File: src/rtl/fetch_pred_reg.sv
// F-stage register and next-PC predictor: JXX/CALL predicted taken, else fall-through.
// Ports: clk, rst, F_stall, f_valid, f_icode, f_valC, f_valP, ras_flush -> FpredPC, pred_from_ras, ras_count. Optional RAS via `RAS_EN.
module fetch_pred_reg #(
  parameter logic [63:0] RESET_PC  = 64'd0,
  parameter int          RAS_DEPTH = 8,
  parameter int          RAS_PTR_W = 3
) (
  input  logic                 clk,
  input  logic                 rst,
  input  logic                 F_stall,
  input  logic                 f_valid,
  input  logic [3:0]           f_icode,
  input  logic [63:0]          f_valC,
  input  logic [63:0]          f_valP,
  input  logic                 ras_flush,
  output logic [63:0]          FpredPC,
  output logic                 pred_from_ras,
  output logic [RAS_PTR_W:0]   ras_count
);

  localparam logic [3:0] I_JXX  = 4'h7;
  localparam logic [3:0] I_CALL = 4'h8;
  localparam logic [3:0] I_RET  = 4'h9;

  logic        is_jc;
  logic        pop;
  logic [63:0] ras_top;
  logic [63:0] pred_nxt;

  assign is_jc = (f_icode == I_JXX) || (f_icode == I_CALL);

`ifdef RAS_EN
  logic [63:0]          ras_mem [RAS_DEPTH];
  logic [RAS_PTR_W-1:0] ptr;
  logic [RAS_PTR_W-1:0] ptr_inc;
  logic [RAS_PTR_W:0]   cnt;
  logic                 push;

  localparam logic [RAS_PTR_W:0] FULL = (RAS_PTR_W+1)'(RAS_DEPTH);

  // A flush in the same cycle as a call/ret cancels the RAS access.
  assign push    = f_valid && (f_icode == I_CALL) && !ras_flush;
  assign pop     = f_valid && (f_icode == I_RET) && !ras_flush
                   && (cnt != '0);
  assign ptr_inc = ptr + 1'b1;
  assign ras_top = ras_mem[ptr];

  always_ff @(posedge clk) begin
    if (rst) begin
      ptr <= '0;
      cnt <= '0;
    end else if (!F_stall) begin
      if (ras_flush) begin
        ptr <= '0;
        cnt <= '0;
      end else if (push) begin
        ptr <= ptr_inc;
        cnt <= (cnt == FULL) ? cnt : cnt + 1'b1;
      end else if (pop) begin
        ptr <= ptr - 1'b1;
        cnt <= cnt - 1'b1;
      end
    end
  end

  // Storage needs no reset: count gates every read.
  always_ff @(posedge clk) begin
    if (!rst && !F_stall && push)
      ras_mem[ptr_inc] <= f_valP;
  end

  always_ff @(posedge clk) begin
    if (rst)
      pred_from_ras <= 1'b0;
    else if (!F_stall)
      pred_from_ras <= pop;
  end

  assign ras_count = cnt;
`else
  logic unused_ras_flush;

  assign unused_ras_flush = ras_flush;
  assign pop              = 1'b0;
  assign ras_top          = 64'd0;
  assign pred_from_ras    = 1'b0;
  assign ras_count        = '0;
`endif

  always_comb begin
    pred_nxt = f_valP;
    unique case (1'b1)
      is_jc:   pred_nxt = f_valC;
      pop:     pred_nxt = ras_top;
      default: pred_nxt = f_valP;
    endcase
  end

  always_ff @(posedge clk) begin
    if (rst)
      FpredPC <= RESET_PC;
    else if (!F_stall && f_valid)
      FpredPC <= pred_nxt;
  end

endmodule

File: config.mk
export PLATFORM = sky130hd
export DESIGN_NAME = fetch_pred_reg
export DESIGN_NICKNAME = d
export VERILOG_FILES = /design/src/rtl/fetch_pred_reg.sv
export SDC_FILE = /design/constraint.sdc
export NUM_CORES = 1
export LEC_CHECK = 0
export BUFFER_PORTS_ARGS = -buffer_cell sky130_fd_sc_hd__buf_2
export CAP_MARGIN = 0
export CORE_MARGIN = 5
export CORE_UTILIZATION = 40
export DETAILED_ROUTE_END_ITERATION = 10
export GPL_ROUTABILITY_DRIVEN = 0
export PLACE_DENSITY = 0.81
export RECOVER_POWER = 100
export SYNTH_ARGS = -nofsm -noshare
export SYNTH_HDL_FRONTEND = slang
export SYNTH_SLANG_ARGS = --single-unit
File: constraint.sdc
create_clock -name clk -period 1.4 [get_ports clk]
set_input_delay 0.07 -clock clk [delete_from_list [all_inputs] [get_ports clk]]
set_output_delay 0.07 -clock clk [all_outputs]
set_load 0.01 [all_outputs]
# Word level (Yosys, flattened, before mapping)
# Index checks and enable logic that the tools add are counted.
[totals]
regBits = 64
latchBits = 0
mem_bits_rw = 0
mem_bits_ro = 0
in_bits = 137
elab_cells = 7
mem_count = 0
[classes]
add_sub_neg = 0
multipliers = 0
div_mod_pow = 0
magnitude_cmp = 0
eq_ne = 2
shift = 0
n_mux = 1
bitwise_logic = 0
reduce_logical = 3
[op_table]
columns = ["op", "count"]
rows = [
  ["2-to-1 mux 64 bit", 1],
  ["equality test 4 x 3 -> 1 bit, second input constant", 1],
  ["equality test 4 bit, second input constant", 1],
  ["logical AND 1 bit", 1],
  ["logical NOT 1 bit", 1],
  ["logical OR 1 bit", 1],
]

# Logic depth before layout (Yosys ltp)
[depth]
depth_word = 3
ltp_mapped = 5
depth_no_buf = 3

# Worst setup path before layout
# OpenSTA, ideal clock, no wires.
[synth_timing]
path_kind = "input to register"
from = "in f_icode[1]"
to = "reg FpredPC[10]"
setup_ns = 0.152
t_arrival_ns = 1.075
t_required_ns = 1.248
setup_slack_ns = 0.173
cell_stages = 5
path_buffers = 2
cell_sequence = "or4b_1 buf_2 buf_2 nand3_1 a311oi_2"
[synth_between]
elab_chain_cells = 3
elab_cells_between_ends = 4
classes_between = "2 x eq/ne; 1 x mux; 1 x reduce/logical"
[synth_lines]
columns = ["item", "line_no", "rtl"]
rows = [
  ["from (decl)", "12", "input logic [3:0] f_icode,"],
  ["equality test 4 x 3 -> 1 bit / equality test 4 bit (equally long branches)", "30", "assign is_jc = (f_icode == I_JXX) || (f_icode == I_CALL);"],
  ["logical OR 1 bit *", "30", ""],
  ["2-to-1 mux 64 bit *", "92", "unique case (1'b1)"],
  ["to (signal assigned)", "103", "FpredPC <= pred_nxt;"],
  ["to (decl)", "16", "output logic [63:0] FpredPC,"],
]
# Every way passes the cells marked *; elsewhere a longest branch is shown, timed or not.
# A chain may end at the register's enable or synchronous reset.

# Worst setup path after layout
[layout_timing]
from = "in f_icode[1]"
to = "reg FpredPC[7]"
# Same word-level chain as after synthesis.

==> qor.yml <==
first_iter_violations: 152
clkLatencyLatePin_ps: 330
dieHeight_um: 97.9
clk_pin_slew_ps: 70
power_density_mw_per_mm2: 1020
required_ps: 1590
synth-compound-area-share_pct: 30.5
reg2reg_to: "FpredPC[27]"
hpwl_um: 7360
postCtsSetupBuffers: 0
drc: 0
syn_to_final_growth_pct: 44.6
synth_common_cells: "dfxtp_1, nand3_1, nor2_1"
critPathLaunch: "f_icode[1]"
grt_use_total_pct: 21.5
critPathLaunchType: "input port"
synthXorXnorAreaFrac_pct: 0
slowest_stage: "or4b_2"
path_class: "in -> reg"
timing.final.crit_share_pct: 90.3
grt_overflow: 0
placed_cell_area_mm2: 0.00420
worst_pin_slew_ps: 663
synth_top_area_cell: "dfxtp_1"
largestRegisters: "FpredPC: 64 flops"
fill_cells: 714
min_path_type: "in -> reg"
layout_min_cycle_time_ps: 1260
synth_fa_ha_area_share_pct: 0
worstPathCellList: "clkbuf_1 -> or4b_2 -> clkbuf_4 -> nand3_1 -> a311oi_1"
r2r_cells: 2
grt_max_degree: 67
clk_path_buf_depth: 2
grt_setup_unrepaired: "no"
die-area_mm2: 0.00958
cts_buffers: 9
ys_types: 18
ys.flop_type: "dfxtp_1"
async_flop_share_pct: 0
drive_gt1_share_pct: 29.7
register_area_mm2: 0.00128
cts_tree: "yes"
yosys.area_share.simple_pct: 20.0
initial_utilization_pct: 40.6
antenna_left: 0
ios: 206
critPathMaxFanout: 32
die_w_um: 97.9
nNetsFinal: 708
cts_resized: 0
clock_skew_ps: 0
grt_pass1_wl_um: 17200
outcome: "complete, no violations"
first_global_vias: 3549
crit_end: "FpredPC[7]"
hold_violations: 0
p_leak_nw: 1.86
finalInstanceArea_mm2: 0.00447
antennaDiodeCount: 0
fmax_ghz: 0.791
maxCapViolCount: 0
ff2ff_setup_slack_ps: 560
arrival_ps: 1460
fin_util_pct: 58.8
synth_edf_count: 0
multi_input_area_mm2: 0.00155
finalSetupViolations: 0
yosys.area.top_type_share_pct: 41.5
viasPerCell: 5.50
power_mw: 4.57
wirelength_um: 10900
root_buffer: "clkbuf_8"
end_kind: "register"
peakVddDrop_uv: 551
relSlewSlack_pct: 55.8
syn_area_mm2: 0.00309
regMostFlops: "FpredPC"
cpPeakStageDelay_ps: 680
rows: 32
core-area_mm2: 0.00761
synth_area_leaders: "dfxtp_1, a311oi_1, nand3_1"
cts.sinks: 64
avgRoutedWirePerCell_um: 16.0
htree_levels: 3
slew_viol_final: 0
synth_top_family_by_area: "compound AO/OA/AOI/OAI gates"
drtPass1Iterations: 4
synthMuxAreaShare_pct: 0
portBuffers: 199
synth-seq-area-share_pct: 41.5
netlist_instances: 379
timing.rr.start: "FpredPC[27]"
largest_register_ffs: 64
ys_ff_latch: 64
ys_warn_count: 0
via_count: 3730
antenna_found_initial: 0
syn_avg_cell_area_um2: 8.15
==> metrics by stage <==
| step | std cells | hold slack (ps) | TNS (ps) | setup slack, ps |
|---|---|---|---|---|
| floorplan | 383 | 244 | 0 | 173 |
| global placement | 645 | 350 | -4410 | -81.1 |
| detailed placement | 645 | 357 | -6280 | -139 |
| CTS | 676 | 0.529 | 0 | 222 |
| global route | 678 | 1.78 | 0 | 99.1 |
| finish | 678 | 12.9 | 0 | 136 |
==> what timing repair did <==
| item | CTS | global route |
|---|---|---|
| hold endpoints to repair | 14 | 2 |
| hold buffers | 15 | 2 |
| endpoints found under the setup margin | 0 | 0 |
==> worst max-delay path: cells and delay by family <==
family	cells	cell delay [ps]
simple gates	2	850
buf+inv	2	410
compound gates	1	120
==> cell type report <==
cell class,count,share of cell area [%]
Tap cell,102,2.86
Timing Repair Buffer,230,28.9
Clock buffer,14,4.09
Clock inverter,2,0.784
Sequential cell,64,28.7
Multi-Input combinational cell,266,34.7
==> layer usage <==
metal / part of all wire (%) / GRT usage [%]
met3: 8.9 / 6.50
met4: 2.4 / 7.77
met2: 48 / 34.6
met5: 0 / 0
met1: 41 / 27.2
==> cell families after synthesis <==
| kind of cell | after synthesis |
|---|---|
| compound gates | 128 |
| simple gates | 133 |
| other cells | 1 |
| buf+inv | 53 |
| flops | 64 |
==> worst min path at each step <==
stage                  end  startpoint  slack (ps)  cells past startpoint
2_1_floorplan   FpredPC[0]   f_valP[0]         240                      2
3_3_place_gp   FpredPC[59]  f_valP[59]         350                      3
3_5_place_dp   FpredPC[53]  f_valP[53]         360                      3
4_1_cts        FpredPC[50]  f_valC[50]         0.5                      3
5_1_grt        FpredPC[63]  f_valP[63]           2                      3
6_report       FpredPC[63]  f_valP[63]          10                      3
==> layout by cell type (no fill, tap or decap) <==
master	n
bufinv_16	1
a311oi_1	60
dlygate4sd3_1	17
o21ai_1	16
clkbuf_1	66
a311oi_2	4
nor2b_4	1
clkbuf_4	2
nand4b_1	1
nand3_1	64
clkbuf_8	13
buf_4	4
conb_1	5
and4b_2	1
or4b_2	1
nor4b_4	1
clkinv_2	1
dfxtp_1	64
nor2_1	64
buf_12	8
o21ai_0	48
buf_2	134
==> power by group <==
| part | internal [mW] | leakage (nW) | switching [mW] | total (mW) |
|---|---|---|---|---|
| clock network | 1.02 | 0.113 | 0.683 | 1.70 |
| logic | 0.399 | 1.21 | 0.455 | 0.854 |
| registers | 1.95 | 0.528 | 0.0686 | 2.02 |
(Power assumes the default switching activity.)
